[config.mk]
export PLATFORM = sky130hd
export DESIGN_NAME = eth_header_builder
export DESIGN_NICKNAME = d
export VERILOG_FILES = /design/src/rtl/eth_parser_pkg.sv /design/src/rtl/eth_header_builder_hdr_byte_mux.sv /design/src/rtl/eth_header_builder.sv
export SDC_FILE = /design/constraint.sdc
export NUM_CORES = 1
export LEC_CHECK = 0
export ABC_CLOCK_PERIOD_IN_PS = 7850
export CORE_MARGIN = 3
export CORE_UTILIZATION = 33
export CTS_CLUSTER_DIAMETER = 150
export CTS_CLUSTER_SIZE = 10
export DETAILED_ROUTE_END_ITERATION = 8
export REMOVE_ABC_BUFFERS = 1
export SLEW_MARGIN = 15
export SYNTH_ARGS = -nofsm -noshare
export SYNTH_HDL_FRONTEND = slang
export SYNTH_SLANG_ARGS = --single-unit
[constraint.sdc]
create_clock -name clk -period 7.85 [get_ports clk]
set_input_delay 2.355 -clock clk [delete_from_list [all_inputs] [get_ports clk]]
set_output_delay 2.355 -clock clk [all_outputs]
set_load 0.1 [all_outputs]
[src/rtl/eth_parser_pkg.sv]
// Shared L2 types for the RX parser and TX header builder: MAC/EtherType/descriptor
// types, standard header lengths and the TX header FSM state encoding.
package eth_parser_pkg;

  typedef logic [47:0] mac_addr_t;
  typedef logic [15:0] ethertype_t;

  typedef struct packed {
    mac_addr_t  dest_mac;
    mac_addr_t  src_mac;
    ethertype_t ethertype;
    logic       vlan_present;
    logic [11:0] vlan_id;
    logic [2:0] vlan_pcp;
    logic [15:0] payload_len;
  } eth_metadata_t;

  localparam logic [15:0] ETH_TPID_VLAN     = 16'h8100;
  localparam int          ETH_HDR_LEN       = 14;
  localparam int          ETH_VLAN_HDR_LEN  = 18;
  localparam int          ETH_MIN_FRAME_LEN = 60;

  typedef enum logic [1:0] {
    IDLE,
    HDR,
    PAYLOAD,
    PAD
  } tx_hdr_state_t;

endpackage

[src/rtl/eth_header_builder_hdr_byte_mux.sv]
// Combinational pick of header byte[idx] from captured descriptor fields; zero latency,
// no flow control of its own (the caller holds idx stable while stalled).
module eth_hdr_byte_mux
  import eth_parser_pkg::*;
#(
  parameter logic [15:0] VLAN_TPID   = ETH_TPID_VLAN,
  parameter logic [2:0]  DEFAULT_PCP = 3'd0
) (
  input  mac_addr_t   dest_mac,
  input  mac_addr_t   src_mac,
  input  ethertype_t  ethertype,
  input  logic        vlan_present,
  input  logic [11:0] vlan_id,
  input  logic [4:0]  idx,
  output logic [7:0]  hdr_byte
);

  logic [143:0] hdr_vec;
  logic [143:0] hdr_shifted;

  // Header laid out MSB-first so byte[idx] is the top byte after a left shift.
  always_comb begin
    if (vlan_present) begin
      hdr_vec = {dest_mac, src_mac, VLAN_TPID, DEFAULT_PCP, 1'b0, vlan_id, ethertype};
    end else begin
      hdr_vec = {dest_mac, src_mac, ethertype, 32'h0};
    end
    hdr_shifted = hdr_vec << {idx, 3'b000};
    hdr_byte    = hdr_shifted[143:136];
  end

endmodule

[src/rtl/eth_header_builder.sv]
// TX L2 header serialiser: MACs, optional 802.1Q tag, EtherType, payload pass-through, zero pad.
// First byte the cycle after the descriptor handshake; tx_ready stalls hold HDR/PAD bytes, pl_ready follows tx_ready.
module eth_header_builder
  import eth_parser_pkg::*;
#(
  parameter int          MIN_FRAME_LEN = ETH_MIN_FRAME_LEN,
  parameter bit          PAD_EN        = 1'b1,
  parameter logic [15:0] VLAN_TPID     = ETH_TPID_VLAN,
  parameter logic [2:0]  DEFAULT_PCP   = 3'd0
) (
  input  logic          clk,
  input  logic          rst,
  input  logic          meta_valid,
  output logic          meta_ready,
  input  eth_metadata_t meta_in,
  input  logic [7:0]    pl_data,
  input  logic          pl_valid,
  input  logic          pl_last,
  output logic          pl_ready,
  output logic [7:0]    tx_data,
  output logic          tx_valid,
  input  logic          tx_ready,
  output logic          tx_sof,
  output logic          tx_eof,
  output logic [31:0]   frame_count
);

  localparam logic [16:0] MIN_LEN        = 17'(MIN_FRAME_LEN);
  localparam logic [15:0] PAD_LAST       = 16'(MIN_FRAME_LEN - 1);
  localparam logic [15:0] HDR_LAST_UNTAG = 16'(ETH_HDR_LEN - 1);
  localparam logic [15:0] HDR_LAST_TAG   = 16'(ETH_VLAN_HDR_LEN - 1);

  tx_hdr_state_t state;
  logic [15:0]   bcnt;
  mac_addr_t     dest_q;
  mac_addr_t     src_q;
  ethertype_t    etype_q;
  logic          vlan_q;
  logic [11:0]   vid_q;
  logic [7:0]    hdr_byte;
  logic          hdr_last;
  logic          need_pad;
  logic          unused_meta;

  assign unused_meta = ^{meta_in.vlan_pcp, meta_in.payload_len};
  assign hdr_last    = (bcnt == (vlan_q ? HDR_LAST_TAG : HDR_LAST_UNTAG));
  assign need_pad    = PAD_EN && (({1'b0, bcnt} + 17'd1) < MIN_LEN);

  eth_hdr_byte_mux #(
    .VLAN_TPID   (VLAN_TPID),
    .DEFAULT_PCP (DEFAULT_PCP)
  ) u_hdr_mux (
    .dest_mac     (dest_q),
    .src_mac      (src_q),
    .ethertype    (etype_q),
    .vlan_present (vlan_q),
    .vlan_id      (vid_q),
    .idx          (bcnt[4:0]),
    .hdr_byte     (hdr_byte)
  );

  always_comb begin
    meta_ready = 1'b0;
    pl_ready   = 1'b0;
    tx_valid   = 1'b0;
    tx_data    = 8'h00;
    tx_sof     = 1'b0;
    tx_eof     = 1'b0;
    case (state)
      IDLE: meta_ready = 1'b1;
      HDR: begin
        tx_valid = 1'b1;
        tx_data  = hdr_byte;
        tx_sof   = (bcnt == 16'd0);
      end
      PAYLOAD: begin
        tx_valid = pl_valid;
        tx_data  = pl_data;
        pl_ready = tx_ready;
        // A short frame's last payload byte is not the frame's last byte.
        tx_eof   = pl_valid && pl_last && !need_pad;
      end
      PAD: begin
        tx_valid = 1'b1;
        tx_eof   = (bcnt == PAD_LAST);
      end
      default: ;
    endcase
  end

  always_ff @(posedge clk) begin
    if (rst) begin
      state       <= IDLE;
      bcnt        <= '0;
      dest_q      <= '0;
      src_q       <= '0;
      etype_q     <= '0;
      vlan_q      <= 1'b0;
      vid_q       <= '0;
      frame_count <= '0;
    end else begin
      case (state)
        IDLE: begin
          if (meta_valid) begin
            dest_q  <= meta_in.dest_mac;
            src_q   <= meta_in.src_mac;
            etype_q <= meta_in.ethertype;
            vlan_q  <= meta_in.vlan_present;
            vid_q   <= meta_in.vlan_id;
            bcnt    <= '0;
            state   <= HDR;
          end
        end
        HDR: begin
          if (tx_ready) begin
            bcnt <= bcnt + 16'd1;
            if (hdr_last) state <= PAYLOAD;
          end
        end
        PAYLOAD: begin
          if (pl_valid && tx_ready) begin
            bcnt <= (bcnt == 16'hFFFF) ? bcnt : bcnt + 16'd1;
            if (pl_last) begin
              if (need_pad) begin
                state <= PAD;
              end else begin
                frame_count <= frame_count + 32'd1;
                state       <= IDLE;
              end
            end
          end
        end
        PAD: begin
          if (tx_ready) begin
            bcnt <= bcnt + 16'd1;
            if (tx_eof) begin
              frame_count <= frame_count + 32'd1;
              state       <= IDLE;
            end
          end
        end
        default: state <= IDLE;
      endcase
    end
  end

endmodule

==> results.toml, run 1 <==
[detailed_routing]
drc = 0
via_per_inst = 5.25
vias = 7998
routed_wl_mm = 24.9
drt_pass1_iterations = 5
detail-route-antenna-nets = 0
wire_per_inst_um = 16.4
drtIter0Drc = 470

[global_route]
grt_max_degree = 90
grt_pass1_wl_mm = 39.7
overflow = 0
grtUsageTotal_pct = 17.3
first_global_vias = 7618
antenna_found_initial = 1

[pwr]
ir_drop_uv = 160
powerDensity_mw_per_mm2 = 258
p_total_mw = 2.86
power.leakage_nw = 3.77

[synth]
post-synth-top-area-fraction_pct = 41.1
avgSynthCellArea_um2 = 8.12
synth_top_flop_cell = "dfxtp_1"
synth_common_cells = "280 x nand2_1, 175 x dfxtp_1, 170 x a21oi_1, 57 x clkbuf_1, 37 x o21ai_0"
synth_edf_count = 0
ys_seq_area_share_pct = 41.1
synthesis.instances = 1051
async_reset_ff_share_pct = 0
synth_area_mm2 = 0.00853
synth_seq_cells = 175
yosysTopAreaCell = "dfxtp_1"
ys_types = 68
synth_area_leaders = "dfxtp_1 41%, nand2_1 12%, a21oi_1 10%"
synth.most_common_cell = "nand2_1"
yosys_warnings = 0

[min_path]
whs_endpoint = "dest_q[31]"
hp-class = "reg -> reg"
whs_path_depth = 2
min_from = "dest_q[31]"

[clock_tree]
cts_inserted_buffers = 17
clk_transition_reported_paths_ps = 70
holdBufCountCts = 0
postCtsSetupRepairBufs = 0
ctsRootBufferMaster = "clkbuf_16"
cts_resized = 0
cts_sinks = 175
htreeDepth = 4
cts_buffer_depth = 2
clk_latency_ps = 430
cts_tree = "built"

[die]
fp-row-count = 58
ios = 203
die_area_mm2 = 0.0278
initial_core_util_pct = 33.7
fp.dieW_um = 167
core-area_mm2 = 0.0253
die_h_um = 167

[cells_and_area]
drive_above_1_share_pct = 8.38
antenna_cells = 0
nets = 1347
fillers = 2548
syn2layout_area_growth_pct = 30.2
post-route-util_pct = 43.9

[sta]
tightest_slew_ps = 1020
fin_skew_ps = 11.6
max_freq_mhz = 153
hold_viol = 0
period_needed_ps = 6550
relSlewSlack_pct = 32.0
setup_viol = 0
finalCritPeriodShare_pct = 83.4
worst_hold_slack_ps = 452
tns_ps = 0
drv_slew = 0
rsz0062_at_grt = "false"

[worst_setup_path]
path_cells = "clkdlybuf4s50_1, a22oi_1, nor2b_1, clkdlybuf4s50_1"
rrSetupSlack_ps = 4220
crit_cells = 4
worst_setup_path_start_kind = "primary input"
crit_path_end_kind = "output pin"
cp_num_buf_inv = 2
slowest_stage = "clkdlybuf4s50_1"
worst_path_largest_cell_delay_ps = 1140
path_max_fanout = 1
crit_arrival_ps = 4190
reg2reg_to = "frame_count[13]"
r2r.worst_path.cells = 8
r2r_start = "bcnt[0]"
cpMostUsedCell = "clkdlybuf4s50_1"
crit_required_ps = 5500
cp_top_family = "buffers and inverters"
crit_type = "in -> out"

[status]
status = "complete, no violations"

[placed_design]
place_hpwl_mm = 16.8
port_buffers = 183
place_congestion = 0.809

[flow_run]
drv_cap = 0
==> routing by layer <==
metal,up-vias,GRT usage (%),part of all wire [%]
met3,11,5.13,7.4
li1,3964,-,-
met2,243,28.3,46
met1,3778,23.3,46
met4,2,2.73,0.52
met5,-,0,0.052
==> worst max path at each step <==
stage	endpoint	startpoint
floorplan	tx_data[0]	bcnt[0]
global placement	tx_data[3]	pl_data[3]
detailed placement	tx_data[4]	pl_data[4]
CTS	tx_data[2]	pl_data[2]
global route	tx_data[3]	pl_data[3]
finish	tx_data[2]	pl_data[2]
==> area by class of cell <==
type / instances / area, um2 / share of cell area [%]
Clock buffer: 18 / 439 / 3.95
Clock inverter: 14 / 164 / 1.48
Inverter: 17 / 63.8 / 0.574
Multi-Input combinational cell: 778 / 4640 / 41.8
Sequential cell: 175 / 3510 / 31.6
Tap cell: 330 / 413 / 3.72
Timing Repair Buffer: 192 / 1880 / 16.9
==> worst reg2reg max path, stage by stage (launching register included) <==
cell and delay, ps:
dfxtp_4 890, ha_1 370, nand3_2 200, nor4_4 410, mux2_4 340, a211o_2 360, o211ai_1 640, or4_1 220
a21oi_1 60
==> placed cells by master, fill, tap and decap left out, drive strengths merged, types with 8 or more instances in the layout <==
cell | synthesis | routed
nand2 | 280 | 280
dfxtp | 175 | 175
clkdlybuf4s50 | 0 | 174
a21oi | 170 | 170
o21ai | 39 | 39
nor2 | 30 | 30
mux4 | 27 | 27
inv | 17 | 24
nand3 | 22 | 22
mux2i | 19 | 19
clkbuf | 58 | 18
buf | 23 | 18
or3 | 16 | 16
o31ai | 11 | 11
nand4 | 11 | 11
nor2b | 10 | 10
or4 | 10 | 10
nor3 | 10 | 10
and3 | 8 | 8
ha | 8 | 8
a211oi | 8 | 8
==> sequential cells by signal, indices dropped and copies added (netlist names) <==
register,cells
frame_count,32
etype_q,16
src_q,48
dest_q,48
vlan_q,1
state,2
vid_q,12
bcnt,16
==> cells by family (layout without fill, tap and decap cells) <==
kind of cell               after synthesis  in the layout  synth area share (%)
muxes                                   47             47                  9.53
and+or+nand+nor                        435            435                  23.6
adders and majority gates                8              8                  1.17
AOI/OAI and AO/OA                      283            283                  19.5
buffers and inverters                   98            241                  4.66
xor gates and xnor gates                 5              5                 0.513
DFF                                    175            175                  41.1
==> power by group <==
part,switching (mW),internal [mW],total [mW]
sequential,0.107,1.01,1.11
combinational,0.542,0.338,0.880
clock,0.406,0.464,0.871
==> through the flow <==
step	instance area [um2]	setup WS, ps	instances
2_1_floorplan	8200	716	970
3_3_place_gp	10500	1310	1492
3_5_place_dp	10500	1300	1492
4_1_cts	11100	1300	1524
5_1_grt	11100	1230	1524
6_report	11100	1300	1524
Note: power is estimated with default switching activity, not from simulation.
==> inputs of run 2 (changes only) <==
--- a/config.mk
+++ b/config.mk
@@ -5,7 +5,7 @@
 export SDC_FILE = /design/constraint.sdc
 export NUM_CORES = 1
 export LEC_CHECK = 0
-export ABC_CLOCK_PERIOD_IN_PS = 7850
+export ABC_CLOCK_PERIOD_IN_PS = 5550
 export CORE_MARGIN = 3
 export CORE_UTILIZATION = 33
 export CTS_CLUSTER_DIAMETER = 150
==> constraint.sdc (replaced) <==
create_clock -name clk -period 5.55 [get_ports clk]
set_input_delay 1.665 -clock clk [delete_from_list [all_inputs] [get_ports clk]]
set_output_delay 1.665 -clock clk [all_outputs]
set_load 0.1 [all_outputs]
==> run 2 against run 1 <==
Compared with the run above:
- clock-buffer cell count is the same
- largest cell class unchanged
- critical path type is now reg -> out
- flip-flop and latch count did not move
- global-route usage increased by 0.061 points
- clock power is 42% higher
- highest routed layer unchanged
==> results.toml, run 2 (synthesis results as in run 1) <==
[sta]
drv_slew = 0
tightest_slew_ps = 1060
rsz0062_at_grt = "false"
hold_viol = 0
tns_ps = 0
period_needed_ps = 4990
relSlewSlack_pct = 29.5
max_freq_mhz = 201
setup_viol = 0
fin_skew_ps = 14.7
finalCritPeriodShare_pct = 89.8

[clock_tree]
cts_inserted_buffers = 17
clk_latency_ps = 440
ctsRootBufferMaster = "clkbuf_16"
cts_sinks = 175
cts_buffer_depth = 2
htreeDepth = 4
cts_tree = "built"
holdBufCountCts = 0
cts_resized = 0
clk_transition_reported_paths_ps = 70
postCtsSetupRepairBufs = 0

[placed_design]
postPlaceCellArea_mm2 = 0.0105
place_congestion = 0.876
port_buffers = 183
place_hpwl_mm = 17.0

[pwr]
p_total_mw = 4.05
ir_drop_uv = 204
powerDensity_mw_per_mm2 = 362
power.leakage_nw = 3.80

[cells_and_area]
final_cell_mix = "279 x nand2_1, 173 x dfxtp_1, 170 x a21oi_1, 170 x clkdlybuf4s50_1, 37 x o21ai_0"
nets = 1351
fin_area_mm2 = 0.0112
top_regs = "dest_q: 48 flops, src_q: 48 flops, frame_count: 32 flops"
layout_commonest_cell = "nand2_1"
drive_above_1_share_pct = 9.02
syn2layout_area_growth_pct = 30.8

[global_route]
grt_pass1_wl_mm = 39.8
grt_max_degree = 97
first_global_vias = 7606
overflow = 0
antenna_found_initial = 1
grtUsageTotal_pct = 17.4

[die]
fp.dieW_um = 167
initial_core_util_pct = 33.7
fp-row-count = 58
die_h_um = 167
ios = 203
core-area_mm2 = 0.0253
die_area_mm2 = 0.0278

[detailed_routing]
vias = 7909
drc = 0
routed_wl_mm = 24.9
via_per_inst = 5.17
drtIter0Drc = 523
drt_pass1_iterations = 5
detail-route-antenna-nets = 0
wire_per_inst_um = 16.3

[worst_setup_path]
startpoint = "bcnt[4]"
cp_top_family = "simple AND/OR/NAND/NOR gates"
crit_path_end_kind = "output pin"
reg2reg_to = "frame_count[9]"
worst_path_largest_cell_delay_ps = 870
r2r_start = "bcnt[4]"
worst_setup_path_start_kind = "flip-flop"
crit_type = "reg -> out"
path_max_fanout = 20
rrSetupSlack_ps = 2230
cp_num_buf_inv = 2
path_cells = "nand4_4, nor3_2, o211ai_1, a221oi_2, buf_4, nand2_1, a21o_1, buf_12"
r2r.worst_path.cells = 7
crit_required_ps = 3880
crit_arrival_ps = 3320
slowest_stage = "dfxtp_1"

[min_path]
whs_path_depth = 2
hp-class = "reg -> reg"
min_from = "vid_q[11]"
whs_endpoint = "vid_q[11]"

[status]
status = "complete, no violations"

[flow_run]
drv_cap = 0
run 2: worst max-delay path by stage:
stage            endpoint  slack [ps]  cells after the start
2_1_floorplan  tx_data[0]        -890                      6
3_3_place_gp   tx_data[7]        1000                      4
3_5_place_dp   tx_data[7]        1020                      4
4_1_cts            tx_eof         560                      8
5_1_grt            tx_eof         400                      8
6_report           tx_eof         560                      8
run 2: routing by layer:
| layer | part of all wire, % | up-vias | wire length (um) | track usage [%] |
|---|---|---|---|---|
| met1 | 46 | 3696 | 11500 | 23.6 |
| met2 | 46 | 209 | 11500 | 27.8 |
| met5 | 0.028 | - | 7 | 0 |
| li1 | - | 3982 | - | - |
| met3 | 6.5 | 20 | 1620 | 4.98 |
| met4 | 0.86 | 2 | 214 | 3.77 |
run 2: layout make-up:
cell class | instances | area (um2)
Clock buffer | 18 | 439
Tap cell | 330 | 413
Multi-Input combinational cell | 778 | 4640
Timing Repair Buffer | 196 | 1910
Inverter | 17 | 63.8
Sequential cell | 175 | 3510
Clock inverter | 14 | 181
Antenna cell | 1 | 2.50
Fill cell | 2565 | 14200
run 2: per-stage QoR:
stage                     hold WS [ps]  cells  worst slack (ps)  util (%)
final                              455   1529               563      44.1
after CTS                          456   1528               560      44.1
after floorplan                    427    970              -894         -
after global routing               471   1528               396      44.1
after global placement             440   1496              1000      41.6
after detailed placement           446   1496              1020      41.6
run 2: worst reg2reg max path: cells and delay by family (launching register included):
family | cells | cell delay, ps
AO/OA/AOI/OAI | 4 | 1390
AND/OR/NAND/NOR | 3 | 940
flip-flops | 1 | 870
run 2: where the power goes:
group          switching (mW)  total, mW  internal, mW  leakage [nW]
Clock                   0.611       1.24         0.629         0.297
Sequential              0.108       1.53          1.42          1.43
Combinational           0.795       1.27         0.480          2.07
Total                    1.51       4.05          2.53          3.80
==> inputs of run 3 (changes only) <==
--- a/config.mk
+++ b/config.mk
@@ -11,6 +11,7 @@
 export CTS_CLUSTER_DIAMETER = 150
 export CTS_CLUSTER_SIZE = 10
 export DETAILED_ROUTE_END_ITERATION = 8
+export GPL_TIMING_DRIVEN = 1
 export REMOVE_ABC_BUFFERS = 1
 export SLEW_MARGIN = 15
 export SYNTH_ARGS = -nofsm -noshare
==> results of run 3 <==
No change in the layout: final DEF, timing and power equal those of run 2.
==> RTL edit (settings of run 2) <==
Register the output `frame_count` once more, with the module's reset; this adds one clock of latency there. The other outputs are not delayed to match.
--- a/src/rtl/eth_header_builder.sv
+++ b/src/rtl/eth_header_builder.sv
@@ -30,4 +30,6 @@
   localparam logic [15:0] HDR_LAST_UNTAG = 16'(ETH_HDR_LEN - 1);
   localparam logic [15:0] HDR_LAST_TAG   = 16'(ETH_VLAN_HDR_LEN - 1);
+
+  logic [31:0] frame_count_s0;
 
   tx_hdr_state_t state;
@@ -98,5 +100,5 @@
       vlan_q      <= 1'b0;
       vid_q       <= '0;
-      frame_count <= '0;
+      frame_count_s0 <= '0;
     end else begin
       case (state)
@@ -125,5 +127,5 @@
                 state <= PAD;
               end else begin
-                frame_count <= frame_count + 32'd1;
+                frame_count_s0 <= frame_count_s0 + 32'd1;
                 state       <= IDLE;
               end
@@ -135,5 +137,5 @@
             bcnt <= bcnt + 16'd1;
             if (tx_eof) begin
-              frame_count <= frame_count + 32'd1;
+              frame_count_s0 <= frame_count_s0 + 32'd1;
               state       <= IDLE;
             end
@@ -145,4 +147,12 @@
   end
 
+  always_ff @(posedge clk) begin
+    if (rst) begin
+      frame_count <= '0;
+    end else begin
+      frame_count <= frame_count_s0;
+    end
+  end
+
 endmodule
 
Behaviour: no difference found for any inputs over 4 cycles, from zero or initial values and one cycle with rst high; that may be too few to reach the edited logic, so the function may still have changed.
==> RTL edit against run 2 <==
- synthesized area up 10%
- sequential share of layout area up 3.0 points
- setup slack worse by 0.26 ns
- routed wire length up 2.8%
- power up 7.4%
- highest routed layer unchanged
- final area up 7.9%
- count of clock-buffer cells in the layout up 7
- via count up 4.2%
- sequential cell count up 32
==> RTL edit: results (changes against run 2) <==
Bufs on Longest Clock Path=3 (+1); instance area at placement=0.01141 mm² (+8.3%); highest cell delay on the worst timing path=0.92 ns (+0.05 ns); number of global-route vias before repair=8,028 (+5.5%); sum of overflow across all layers after global routing=0 (unchanged); global routing usage summed across all routing layers=16.35% (-1.0 points); share of cells above drive strength 1=8.917% (-0.098 points); Initial DRC Count=550 (+5.2%); Max rail drop VDD=0.2183 mV (+7.3%); wire length of the first global-routing pass=41,390 µm (+4.1%); placement-stage worst setup slack=0.8387 ns (-0.1832 ns); largest net degree at the start of global routing=128 (+32%); drt pass-1 iters=5 (unchanged); DR WL/cell=15.63 µm (-3.9%); result of the run=completed; Placed Cells=1,607 (+7.4%); Top Family by Delay on Critical Path=flip-flops; detailed-route via count=8,238 (+4.2%); mean instance size in the synthesized netlist=8.391 µm² (+3.3%); count of buffers added by post-CTS timing repair for setup=0 (unchanged); initial antenna violation count=2 (+1); clock tree root buffer cell=clkbuf_16; Worst slew margin=33.34% (+3.9 points); placer congestion estimate=0.8381 (-4.4%); maximum level of the CTS H-tree=1 (-3); skew final=0.02863 ns (+0.01391 ns); later-pin clock latency in the skew report=0.52 ns (+0.08 ns); largest registers=dest_q x48, src_q x48; Net count, final=1,421 (+5.2%); register area share after synthesis=44.14% (+3.1 points); slowest stage cell, crit path=dfxtp_4; post-detail-place hpwl=17,320 µm (+1.8%); Yosys Warn Count=0 (unchanged); Static Leakage=4.145 nW (+9.2%); number of distinct library cells after synthesis=61 (-10%); CTS clk-pin slew, worst paths=0.06 ns; clock buffer count from CTS=24 (+7); post-detailed-route via-to-cell ratio=5.035 (-2.7%); data arrival time at the worst-slack endpoint=3.58 ns (+0.26 ns); largest fanout on the critical path=50 (+150%); cell types occupying the most area after synthesis=dfxtp_1 44%, nand2_1 11%, a21oi_1 8.5%; list of most frequent post-synthesis cells=281 x nand2_1, 207 x dfxtp_1, 159 x a21oi_1, 60 x clkbuf_1, 54 x nor2_1
## RTL edit: tightest hold or removal path, delay by kind of cell, from the launching register on
family | cells | cell delay (ns)
AOI/OAI and AO/OA | 1 | 0.05
DFF | 1 | 0.30
and+or+nand+nor | 1 | 0.05
## RTL edit: kinds of logic after synthesis
| group | count (synthesis) | share of synthesized area, % |
|---|---|---|
| compound gates | 246 | 14.86 |
| xor+xnor | 4 | 0.3732 |
| fa+ha+maj | 8 | 1.066 |
| buf+inv | 105 | 4.744 |
| flops | 207 | 44.14 |
| mux | 63 | 10.81 |
| simple gates | 486 | 24.01 |
## RTL edit: routing by layer
metal	GRT usage (%)	up-vias	routed length, µm
met5	0	-	27
met4	3.291	4	455
met3	4.498	34	1988
met2	26.20	246	11370
met1	22.27	3817	11730
li1	-	4137	-
## RTL edit: layout make-up
type	instances	area [µm²]
diodes	2	5.005
clock buffers	25	604.3
clock inverters	2	21.27
fillers	2852	15890
inverters	20	75.07
multi-input cells	807	4810
flip-flops and latches	207	4149
well taps	378	473.0
repair buffers	195	1906
## RTL edit: worst paths after layout
path	startpoint	to	slack [ns]	cells past startpoint
worst min-delay path	dest_q[20]$_SDFFE_PP0P_	dest_q[20]$_SDFFE_PP0P_	0.45	2
worst max register to register	bcnt[0]$_SDFFE_PP0P_	frame_count_s0[17]$_SDFFE_PP0P_	1.81	9
worst max-delay path	bcnt[0]$_SDFFE_PP0P_	tx_eof	0.31	9
worst min register to register	dest_q[20]$_SDFFE_PP0P_	dest_q[20]$_SDFFE_PP0P_	0.45	2
## RTL edit: metrics by stage
step | utilization, % | TNS [ns]
after global placement | 40.85 | 0
after detailed placement | 40.85 | 0
after CTS | 43.09 | 0
final | 43.11 | 0
after floorplan | - | -3.118
after global routing | 43.09 | 0
## RTL edit: power breakdown
group	total [mW]	switching, mW	internal, mW
combinational	1.21	0.744	0.470
clock	1.33	0.563	0.764
sequential	1.81	0.156	1.65
